===== config.mk =====
export PLATFORM = sky130hd
export DESIGN_NAME = shift_ctrl_flat
export DESIGN_NICKNAME = d
export VERILOG_FILES = /design/src/rtl/shift_ctrl_if.sv /design/src/rtl/shift_ctrl.sv /design/src/flat_wrapper.sv
export SDC_FILE = /design/constraint.sdc
export NUM_CORES = 1
export LEC_CHECK = 0
export BUFFER_PORTS_ARGS = -buffer_cell sky130_fd_sc_hd__buf_2
export CORE_ASPECT_RATIO = 2
export CORE_MARGIN = 2
export CORE_UTILIZATION = 36
export DETAILED_ROUTE_END_ITERATION = 7
export MAX_ROUTING_LAYER = met4
export PLACE_DENSITY_LB_ADDON = 0.08
export SETUP_SLACK_MARGIN = 0.15
export SLEW_MARGIN = 20
export SYNTH_ARGS = -nofsm -noshare
export SYNTH_HDL_FRONTEND = slang
export SYNTH_SLANG_ARGS = --single-unit

===== constraint.sdc =====
create_clock -name clk -period 2.6 [get_ports clk]
set_clock_uncertainty 0.1 [all_clocks]
set_input_delay 0.52 -clock clk [delete_from_list [all_inputs] [get_ports clk]]
set_output_delay 0.52 -clock clk [all_outputs]
set_load 0.02 [all_outputs]

===== src/rtl/shift_ctrl_if.sv =====
// Request, shared-shifter and result channels of the shift sequencer.
// slave = sequencer side, master = requesters, shifter and result consumer.
interface shift_ctrl_if;
  localparam int unsigned DW = 8;
  localparam int unsigned AW = 3;

  logic          r0_valid;
  logic          r0_ready;
  logic [1:0]    r0_op;
  logic [AW-1:0] r0_amt;
  logic [DW-1:0] r0_data;
  logic          r1_valid;
  logic          r1_ready;
  logic [1:0]    r1_op;
  logic [AW-1:0] r1_amt;
  logic [DW-1:0] r1_data;
  logic [DW-1:0] sh_ip;
  logic [AW-1:0] sh_s;
  logic [DW-1:0] sh_out;
  logic          res_valid;
  logic          res_ready;
  logic [DW-1:0] res_data;
  logic          res_tag;
  logic          busy;

  modport slave (
    input  r0_valid, r0_op, r0_amt, r0_data,
    input  r1_valid, r1_op, r1_amt, r1_data,
    input  sh_out, res_ready,
    output r0_ready, r1_ready, sh_ip, sh_s,
    output res_valid, res_data, res_tag, busy
  );

  modport master (
    output r0_valid, r0_op, r0_amt, r0_data,
    output r1_valid, r1_op, r1_amt, r1_data,
    output sh_out, res_ready,
    input  r0_ready, r1_ready, sh_ip, sh_s,
    input  res_valid, res_data, res_tag, busy
  );
endinterface


===== src/rtl/shift_ctrl.sv =====
// Round-robin sequencer for the shared 8-bit left barrel shifter: right shifts
// via bit reversal, rotates as two ORed shifter passes.
module shift_ctrl (
  input  logic        clk,
  input  logic        rst_n,
  shift_ctrl_if.slave bus
);
  localparam int unsigned DW = 8;
  localparam int unsigned AW = 3;
  localparam int unsigned SW = AW + 1;
  localparam logic [1:0] OP_SLL = 2'd0;
  localparam logic [1:0] OP_SRL = 2'd1;
  localparam logic [1:0] OP_ROR = 2'd3;

  typedef enum logic [1:0] {IDLE, P1, P2, DONE} state_e;

  state_e        state_q, state_d;
  logic [1:0]    op_q, op_d;
  logic [AW-1:0] amt_q, amt_d;
  logic [DW-1:0] data_q, data_d;
  logic [DW-1:0] acc_q, acc_d;
  logic          tag_q, tag_d;
  logic          last_grant_q, last_grant_d;
  logic [DW-1:0] sh_ip_q, sh_ip_d;
  logic [AW-1:0] sh_s_q, sh_s_d;
  logic          res_valid_q, res_valid_d;
  logic [DW-1:0] res_data_q, res_data_d;
  logic          res_tag_q, res_tag_d;
  logic          busy_q, busy_d;

  logic          grant0_c, grant1_c, idle_c, accept_c, two_pass_c;
  logic [1:0]    in_op_c;
  logic [AW-1:0] in_amt_c;
  logic [DW-1:0] in_data_c;

  function automatic logic [DW-1:0] rev8(input logic [DW-1:0] x);
    logic [DW-1:0] r;
    for (int i = 0; i < int'(DW); i++) r[i] = x[DW-1-i];
    return r;
  endfunction

  // 8 - a in 4 bits, truncated to 3; only used with a in 1..7.
  function automatic logic [AW-1:0] comp8(input logic [AW-1:0] a);
    logic [SW-1:0] w;
    w = SW'(DW) - {1'b0, a};
    return w[AW-1:0];
  endfunction

  // First-pass left amount: ROR n becomes ROL 8-n, amount 0 stays 0.
  function automatic logic [AW-1:0] pass1_amt(input logic [1:0] op, input logic [AW-1:0] amt);
    return (op == OP_ROR && amt != '0) ? comp8(amt) : amt;
  endfunction

  // Winner: sole requester, else the one that did not win last time.
  assign grant0_c  = bus.r0_valid & (~bus.r1_valid | last_grant_q);
  assign grant1_c  = bus.r1_valid & ~grant0_c;
  assign idle_c    = (state_q == IDLE);
  assign accept_c  = idle_c & (grant0_c | grant1_c);
  assign in_op_c   = grant1_c ? bus.r1_op   : bus.r0_op;
  assign in_amt_c  = grant1_c ? bus.r1_amt  : bus.r0_amt;
  assign in_data_c = grant1_c ? bus.r1_data : bus.r0_data;
  assign two_pass_c = op_q[1] & (amt_q != '0);

  assign bus.r0_ready  = rst_n & idle_c & grant0_c;
  assign bus.r1_ready  = rst_n & idle_c & grant1_c;
  assign bus.sh_ip     = sh_ip_q;
  assign bus.sh_s      = sh_s_q;
  assign bus.res_valid = res_valid_q;
  assign bus.res_data  = res_data_q;
  assign bus.res_tag   = res_tag_q;
  assign bus.busy      = busy_q;

  // Next state; shifter operands are registered one cycle ahead of their pass.
  always_comb begin
    state_d      = state_q;
    op_d         = op_q;
    amt_d        = amt_q;
    data_d       = data_q;
    acc_d        = acc_q;
    tag_d        = tag_q;
    last_grant_d = last_grant_q;
    sh_ip_d      = '0;
    sh_s_d       = '0;
    res_valid_d  = res_valid_q;
    res_data_d   = res_data_q;
    res_tag_d    = res_tag_q;
    case (state_q)
      IDLE: begin
        if (accept_c) begin
          op_d         = in_op_c;
          amt_d        = in_amt_c;
          data_d       = in_data_c;
          tag_d        = grant1_c;
          last_grant_d = grant1_c;
          sh_ip_d      = (in_op_c == OP_SRL) ? rev8(in_data_c) : in_data_c;
          sh_s_d       = pass1_amt(in_op_c, in_amt_c);
          state_d      = P1;
        end
      end
      P1: begin
        acc_d = (op_q == OP_SRL) ? rev8(bus.sh_out) : bus.sh_out;
        if (two_pass_c) begin
          sh_ip_d = rev8(data_q);
          sh_s_d  = comp8(pass1_amt(op_q, amt_q));
          state_d = P2;
        end else begin
          res_valid_d = 1'b1;
          res_data_d  = acc_d;
          res_tag_d   = tag_q;
          state_d     = DONE;
        end
      end
      P2: begin
        acc_d       = acc_q | rev8(bus.sh_out);
        res_valid_d = 1'b1;
        res_data_d  = acc_d;
        res_tag_d   = tag_q;
        state_d     = DONE;
      end
      DONE: begin
        if (bus.res_ready) begin
          res_valid_d = 1'b0;
          state_d     = IDLE;
        end
      end
      default: state_d = IDLE;
    endcase
    busy_d = (state_d != IDLE);
  end

  always_ff @(posedge clk or negedge rst_n) begin
    if (!rst_n) begin
      state_q      <= IDLE;
      op_q         <= OP_SLL;
      amt_q        <= '0;
      data_q       <= '0;
      acc_q        <= '0;
      tag_q        <= 1'b0;
      last_grant_q <= 1'b1;
      sh_ip_q      <= '0;
      sh_s_q       <= '0;
      res_valid_q  <= 1'b0;
      res_data_q   <= '0;
      res_tag_q    <= 1'b0;
      busy_q       <= 1'b0;
    end else begin
      state_q      <= state_d;
      op_q         <= op_d;
      amt_q        <= amt_d;
      data_q       <= data_d;
      acc_q        <= acc_d;
      tag_q        <= tag_d;
      last_grant_q <= last_grant_d;
      sh_ip_q      <= sh_ip_d;
      sh_s_q       <= sh_s_d;
      res_valid_q  <= res_valid_d;
      res_data_q   <= res_data_d;
      res_tag_q    <= res_tag_d;
      busy_q       <= busy_d;
    end
  end
endmodule


===== src/flat_wrapper.sv =====
// flat-port wrapper written by rule: the top's interface ports become plain ports
module shift_ctrl_flat 
  (clk, rst_n, bus_r0_valid, bus_r0_op, bus_r0_amt, bus_r0_data, bus_r1_valid, bus_r1_op, bus_r1_amt, bus_r1_data, bus_sh_out, bus_res_ready, bus_r0_ready, bus_r1_ready, bus_sh_ip, bus_sh_s, bus_res_valid, bus_res_data, bus_res_tag, bus_busy);
  shift_ctrl_if bus_i ();
  input  logic clk;
  input  logic rst_n;
  input wire logic [$bits(bus_i.r0_valid)-1:0] bus_r0_valid;
  input wire logic [$bits(bus_i.r0_op)-1:0] bus_r0_op;
  input wire logic [$bits(bus_i.r0_amt)-1:0] bus_r0_amt;
  input wire logic [$bits(bus_i.r0_data)-1:0] bus_r0_data;
  input wire logic [$bits(bus_i.r1_valid)-1:0] bus_r1_valid;
  input wire logic [$bits(bus_i.r1_op)-1:0] bus_r1_op;
  input wire logic [$bits(bus_i.r1_amt)-1:0] bus_r1_amt;
  input wire logic [$bits(bus_i.r1_data)-1:0] bus_r1_data;
  input wire logic [$bits(bus_i.sh_out)-1:0] bus_sh_out;
  input wire logic [$bits(bus_i.res_ready)-1:0] bus_res_ready;
  output wire logic [$bits(bus_i.r0_ready)-1:0] bus_r0_ready;
  output wire logic [$bits(bus_i.r1_ready)-1:0] bus_r1_ready;
  output wire logic [$bits(bus_i.sh_ip)-1:0] bus_sh_ip;
  output wire logic [$bits(bus_i.sh_s)-1:0] bus_sh_s;
  output wire logic [$bits(bus_i.res_valid)-1:0] bus_res_valid;
  output wire logic [$bits(bus_i.res_data)-1:0] bus_res_data;
  output wire logic [$bits(bus_i.res_tag)-1:0] bus_res_tag;
  output wire logic [$bits(bus_i.busy)-1:0] bus_busy;
  assign bus_i.r0_valid = bus_r0_valid;
  assign bus_i.r0_op = bus_r0_op;
  assign bus_i.r0_amt = bus_r0_amt;
  assign bus_i.r0_data = bus_r0_data;
  assign bus_i.r1_valid = bus_r1_valid;
  assign bus_i.r1_op = bus_r1_op;
  assign bus_i.r1_amt = bus_r1_amt;
  assign bus_i.r1_data = bus_r1_data;
  assign bus_i.sh_out = bus_sh_out;
  assign bus_i.res_ready = bus_res_ready;
  assign bus_r0_ready = bus_i.r0_ready;
  assign bus_r1_ready = bus_i.r1_ready;
  assign bus_sh_ip = bus_i.sh_ip;
  assign bus_sh_s = bus_i.sh_s;
  assign bus_res_valid = bus_i.res_valid;
  assign bus_res_data = bus_i.res_data;
  assign bus_res_tag = bus_i.res_tag;
  assign bus_busy = bus_i.busy;
  shift_ctrl u_core (.clk(clk), .rst_n(rst_n), .bus(bus_i));
endmodule

==> qor.tcl, run 1 <==
set qor(achievable-frequency_mhz) 449
set qor(grtUsageTotal_pct) 17.7
set qor(p_clk_share_pct) 18.1
set qor(yosys-top-cells-area) {sky130_fd_sc_hd__dfrtp_1 (46%), sky130_fd_sc_hd__mux2i_1 (13%), sky130_fd_sc_hd__mux2_2 (7.6%)}
set qor(post-route-min-period_ps) 2230
set qor(cp.required_ps) 2680
set qor(final_max_slew_viol_count) 0
set qor(detail_route.vias_per_cell) 5.01
set qor(htree_levels) 2
set qor(total_power_uw) 3550
set qor(global_route_wire_length_before_repair_um) 10300
set qor(min_delay_worst_type) {flop to flop}
set qor(slew_headroom_pct) 59.0
set qor(cts_tree) {yes}
set qor(grt_remaining_overflow) 0
set qor(synth_top_cell_by_area) {sky130_fd_sc_hd__dfrtp_1}
set qor(layout.nets) 346
set qor(worst_pin_slew_ps) 615
set qor(root_buf_cell) {sky130_fd_sc_hd__clkbuf_16}
set qor(yosysWarnings) 0
set qor(post-route-drc-count) 0
set qor(route.vias.total) 1954
set qor(finalHoldWorstSlack_ps) 376
set qor(grt_setup_unrepaired) {no}
set qor(number_of_global_route_vias_before_repair) 2006
set qor(netlist_instances) 236
set qor(antenna_cells) 0
set qor(most_frequent_cells_in_the_layout) {sky130_fd_sc_hd__buf_2 (62), sky130_fd_sc_hd__dfrtp_1 (46), sky130_fd_sc_hd__mux2i_1 (32)}
set qor(cts.sink_count) 47
set qor(internal_power_uw) 2200
set qor(final_hold_violating_endpoints) 0
set qor(pwr-share-seq_pct) 35.2
set qor(postSynthAreaPerCell_um2) 10.7
set qor(initial_core_util_pct) 36.7
set qor(worst_setup_path_start_kind) {flop}
set qor(placeableCoreArea_um2) 6890
set qor(setup_viol_count_final) 0
set qor(first_iter_violations) 50
set qor(run_status) {finished clean}
set qor(seq_area_frac_synth_pct) 46.6
set qor(fin_tns_setup_ps) 0
set qor(num_io_pins) 63
set qor(die_w_um) 63.2
set qor(layout-drive-gt1-share_pct) 34.3
set qor(largest_net_degree_at_the_start_of_global_routing) 47
set qor(crit_fanout) 9
set qor(irDropWorstVdd_uv) 527
set qor(clk_path_buf_depth) 2
set qor(synthesis.area_um2) 2520
set qor(layout.cells.most_common) {sky130_fd_sc_hd__buf_2}
set qor(maxCapViolCount) 0
set qor(cts.repair_timing.setup_buffer_count) 0
set qor(critPathCaptureType) {flop}
set qor(gpl.final_weighted_congestion) 0.787
set qor(switchingPower_uw) 1350
set qor(power.density_nw_per_um2) 1140
set qor(synth_top_cell_area_share_pct) 45.6
set qor(antenna_found_initial) 0
set qor(syn_nets) 283
set qor(clock_latency_ps) 290
set qor(final_antenna_net_count) 0
set qor(place.detailed.hpwl_um) 4640
set qor(sw_frac_of_total_pct) 38.0
set qor(arr_time_crit_path_ps) 2300
set qor(combPwrFrac_pct) 46.7
set qor(syn2layout_area_growth_pct) 23.3
set qor(cts-buffers-inserted) 5
set qor(post-route-period-util_pct) 85.6
set qor(dieArea_um2) 7740
set qor(critPathKind) {flop to flop}
set qor(portBuffers) 62
set qor(detail_route.wirelength_um) 6210
set qor(detail_route.first_pass.iterations) 4
set qor(fin_util_pct) 45.2
set qor(die_height_um) 122
set qor(row_count) 43
set qor(cts.reportedPaths.clkPinSlew_ps) 70
set qor(synth.lib_cells_used.distinct) 37
set qor(yosys_register_bits) 47
set qor(power_leakage_uw) 0.00155
set qor(routedWlPerCell_um) 15.9
set qor(fillCellCount) 724
[critical path, stage by stage (launching register included)]
cell,delay [ps]
sky130_fd_sc_hd__dfstp_2,560
sky130_fd_sc_hd__a21bo_1,190
sky130_fd_sc_hd__buf_4,200
sky130_fd_sc_hd__mux2i_1,320
sky130_fd_sc_hd__ha_1,210
sky130_fd_sc_hd__nand3b_1,110
sky130_fd_sc_hd__mux2i_1,120
sky130_fd_sc_hd__o311ai_0,300
[routing by layer]
metal  GRT usage (%)  routed length (um)
met3            2.29                 184
met1            18.7                2470
met5               -                   0
met4            6.93                 112
met2            33.1                3450
[stage by stage]
stage | setup WS (ps) | area, um^2 | instances
floorplan | 329 | 2520 | 236
global placement | 273 | 2960 | 381
detailed placement | 206 | 2960 | 381
CTS | 287 | 3110 | 390
global route | 153 | 3110 | 390
finish | 374 | 3110 | 390
[cell type report]
class / count / area [um^2] / area share (%)
clock buffers: 5 / 125 / 4.02
clock inverters: 3 / 18.8 / 0.603
inverters: 8 / 30.0 / 0.964
multi-input cells: 165 / 1250 / 40.1
flip-flops and latches: 47 / 1180 / 37.8
well taps: 90 / 113 / 3.62
repair buffers: 72 / 400 / 12.9
[flip-flops by register name (all words and copies together), names as in the netlist, 2 cells and up]
| register | cells |
|---|---|
| u_core.op_q | 2 |
| u_core.acc_q | 8 |
| u_core.bus.res_data | 8 |
| u_core.state_q | 2 |
| u_core.bus.sh_s | 3 |
| u_core.bus.sh_ip | 8 |
| u_core.amt_q | 3 |
| u_core.data_q | 8 |
[power groups by stage]
stage	combinational, uW	sequential, uW	clock (uW)
CTS	1690	1260	666
floorplan	1030	1410	0
global route	1840	1300	682
detailed placement	1680	1270	0
finish	1660	1250	642
global placement	1670	1260	0
[synth_stat cells (all sizes together)]
library cell	count
ha	8
a211oi	1
nand2	17
a2111oi	8
mux2i	32
nand3b	2
or3	1
nor2	13
clkbuf	8
o31ai	2
o311ai	2
a311oi	1
xor2	1
nor3	16
buf	8
dfrtp	46
a21o	10
nor2b	1
xnor2	1
inv	8
a21bo	1
nand3	2
o21ai	16
mux2	18
or2	1
dfstp	1
a21oi	3
nand4b	2
and3	1
a21boi	1
nand2b	4
[logic make-up (layout without fill, tap and decap cells)]
group / Yosys count / count (layout) / synth area share, %
AND/OR/NAND/NOR: 60 / 60 / 11.4
XOR/XNOR: 2 / 2 / 0.694
adder cells (fa/ha/maj): 8 / 8 / 3.96
buffers and inverters: 24 / 88 / 4.26
multiplexers: 50 / 50 / 20.9
AO/OA/AOI/OAI: 45 / 45 / 12.2
flip-flops: 47 / 47 / 46.6
[path summary, 6_finish.rpt]
kind / startpoint / end / slack [ps] / depth (start not counted)
worst max-delay path: u_core.last_grant_q / u_core.bus.sh_s[2] / 370 / 7
worst min-delay path: u_core.data_q[5] / u_core.bus.sh_ip[2] / 380 / 1
worst max register to register: u_core.last_grant_q / u_core.bus.sh_s[2] / 370 / 7
worst min register to register: u_core.data_q[5] / u_core.bus.sh_ip[2] / 380 / 1
max in group asynchronous: rst_n / u_core.bus.res_data[0] / 1140 / 3
min in group asynchronous: rst_n / u_core.data_q[7] / 470 / 2
[timing repair]
item / 4_1_cts / 5_1_grt
gates resized for setup: 0 / 1
endpoints found under the hold margin: 1 / 0
endpoints found under the setup margin: 0 / 1
hold buffers: 1 / 0
Power figures use the tool's default switching activity.
==> run 2: changes to the inputs <==
==> constraint.sdc (replaced) <==
create_clock -name clk -period 2.4 [get_ports clk]
set_clock_uncertainty 0.1 [all_clocks]
set_input_delay 0.48 -clock clk [delete_from_list [all_inputs] [get_ports clk]]
set_output_delay 0.48 -clock clk [all_outputs]
set_load 0.02 [all_outputs]
==> qor.tcl, run 2 (same netlist as run 1, synthesis figures left out) <==
set qor(power_leakage_uw) 0.00157
set qor(power.density_nw_per_um2) 1250
set qor(arr_time_crit_path_ps) 1580
set qor(path_cells) {a21boi_2 > buf_4 > and3_1 > buf_2}
set qor(achievable-frequency_mhz) 463
set qor(grt_remaining_overflow) 0
set qor(worst_setup_path_start_kind) {flop}
set qor(portBuffers) 62
set qor(gpl.final_weighted_congestion) 0.779
set qor(detail_route.wirelength_um) 6180
set qor(syn2layout_area_growth_pct) 25.0
set qor(die_height_um) 122
set qor(initial_core_util_pct) 36.7
set qor(largest_net_degree_at_the_start_of_global_routing) 42
set qor(layout-drive-gt1-share_pct) 34.9
set qor(finalHoldWorstSlack_ps) 77.3
set qor(worst_pin_slew_ps) 536
set qor(cts.reportedPaths.clkPinSlew_ps) 60
set qor(grtUsageTotal_pct) 17.4
set qor(clock_latency_ps) 280
set qor(fillCellCount) 731
set qor(num_io_pins) 63
set qor(slew_headroom_pct) 64.2
set qor(first_iter_violations) 31
set qor(placeableCoreArea_um2) 6890
set qor(number_of_global_route_vias_before_repair) 2050
set qor(layout.nets) 348
set qor(cell_at_the_slowest_stage_of_the_critical_path) {sky130_fd_sc_hd__dfstp_2}
set qor(run_status) {finished clean}
set qor(htree_levels) 2
set qor(fin_util_pct) 45.8
set qor(cts-buffers-inserted) 5
set qor(irDropWorstVdd_uv) 493
set qor(fin_tns_setup_ps) 0
set qor(cp.required_ps) 1820
set qor(antenna_found_initial) 0
set qor(row_count) 43
set qor(setup_viol_count_final) 0
set qor(place.detailed.hpwl_um) 4670
set qor(route.vias.total) 1995
set qor(final_max_slew_viol_count) 0
set qor(most_frequent_cells_in_the_layout) {sky130_fd_sc_hd__buf_2 (62), sky130_fd_sc_hd__dfrtp_1 (46), sky130_fd_sc_hd__mux2i_1 (31)}
set qor(die_w_um) 63.2
set qor(antenna_cells) 0
set qor(critPathKind) {flop to primary output}
set qor(dieArea_um2) 7740
set qor(final_hold_violating_endpoints) 0
set qor(clk_path_buf_depth) 2
set qor(worst_stage_delay_on_the_critical_path_ps) 390
set qor(root_buf_cell) {sky130_fd_sc_hd__clkbuf_16}
set qor(cts.sink_count) 47
set qor(cts_tree) {yes}
set qor(detail_route.first_pass.iterations) 4
set qor(routedWlPerCell_um) 15.8
set qor(reg2reg_setup_slack_ps) 280
set qor(final_antenna_net_count) 0
set qor(setup_ws_ps) 239
set qor(min_delay_worst_type) {input port to async pin}
set qor(cts.repair_timing.setup_buffer_count) 0
set qor(grt_setup_unrepaired) {yes}
set qor(critPathCaptureType) {primary output}
set qor(post-route-drc-count) 0
set qor(maxCapViolCount) 0
set qor(post-route-period-util_pct) 90.0
set qor(crit_fanout) 18
set qor(detail_route.vias_per_cell) 5.10
set qor(place_ws_ps) 46.1
set qor(layout.cells.most_common) {sky130_fd_sc_hd__buf_2}
set qor(post-route-min-period_ps) 2160
set qor(global_route_wire_length_before_repair_um) 10100
## run 2: changes by cell type in the layout (fill, tap and decap cells not counted)
cell / before / now
sky130_fd_sc_hd__a211oi_2: 0 / 1
sky130_fd_sc_hd__a21bo_1: 1 / 0
sky130_fd_sc_hd__clkinv_2: 2 / 0
sky130_fd_sc_hd__mux2i_2: 0 / 1
sky130_fd_sc_hd__clkbuf_1: 0 / 1
sky130_fd_sc_hd__inv_6: 1 / 0
sky130_fd_sc_hd__bufinv_16: 0 / 1
sky130_fd_sc_hd__buf_4: 8 / 10
sky130_fd_sc_hd__mux2i_1: 32 / 31
sky130_fd_sc_hd__ha_1: 7 / 8
sky130_fd_sc_hd__a211oi_1: 1 / 0
sky130_fd_sc_hd__a21bo_4: 0 / 1
sky130_fd_sc_hd__ha_2: 1 / 0
## run 2: worst max-delay path, delay by kind of cell (launching register included)
family	cells	cell delay, ps
buffers and inverters	2	480
AO/OA/AOI/OAI	1	220
flip-flops	1	390
AND/OR/NAND/NOR	1	200
## run 2: routing by layer
layer  vias up  wire [um]  GRT usage [%]
met4         0         99           6.52
li1        974          -              -
met2        49       3550           33.4
met3         8        235           2.84
met1       964       2300           17.4
met5         -          0              -
## run 2: final timing paths
path | start | end | depth (start not counted)
min in group clk | u_core.data_q[0] | u_core.bus.sh_ip[7] | 1
hold / removal | rst_n | u_core.last_grant_q | 1
hold reg to reg | u_core.data_q[0] | u_core.bus.sh_ip[7] | 1
setup / recovery | u_core.last_grant_q | bus_r1_ready | 4
setup reg to reg | u_core.last_grant_q | u_core.bus.sh_s[2] | 8
max in group asynchronous | rst_n | u_core.bus.sh_ip[1] | 2
## run 2: repair_timing
action	CTS	global route
gates resized for setup	0	4
hold buffers	1	0
endpoints found under the setup margin	0	6
hold endpoints to repair	5	0
## run 2: cell type report
class,instances,area (um^2),share of cell area [%]
clock buffers,6,129,4.08
inverters,8,30.0,0.951
repair buffers,74,415,13.2
multi-input cells,165,1260,40.0
clock inverters,1,30.0,0.951
flip-flops and latches,47,1180,37.3
well taps,90,113,3.57
## run 2: power breakdown
part | internal (uW) | switching, uW | leakage [uW]
clock | 486 | 279 | 0.0000769
combinational | 846 | 973 | 0.000916
sequential | 1160 | 196 | 0.000574
total | 2500 | 1450 | 0.00157
## run 2: through the flow
stage | std cells | power, uW | area, um^2
after floorplan | 236 | 2640 | 2520
after global placement | 383 | 3190 | 2970
after detailed placement | 383 | 3210 | 2970
after CTS | 391 | 4000 | 3140
after global routing | 391 | 4240 | 3160
final | 391 | 3940 | 3160
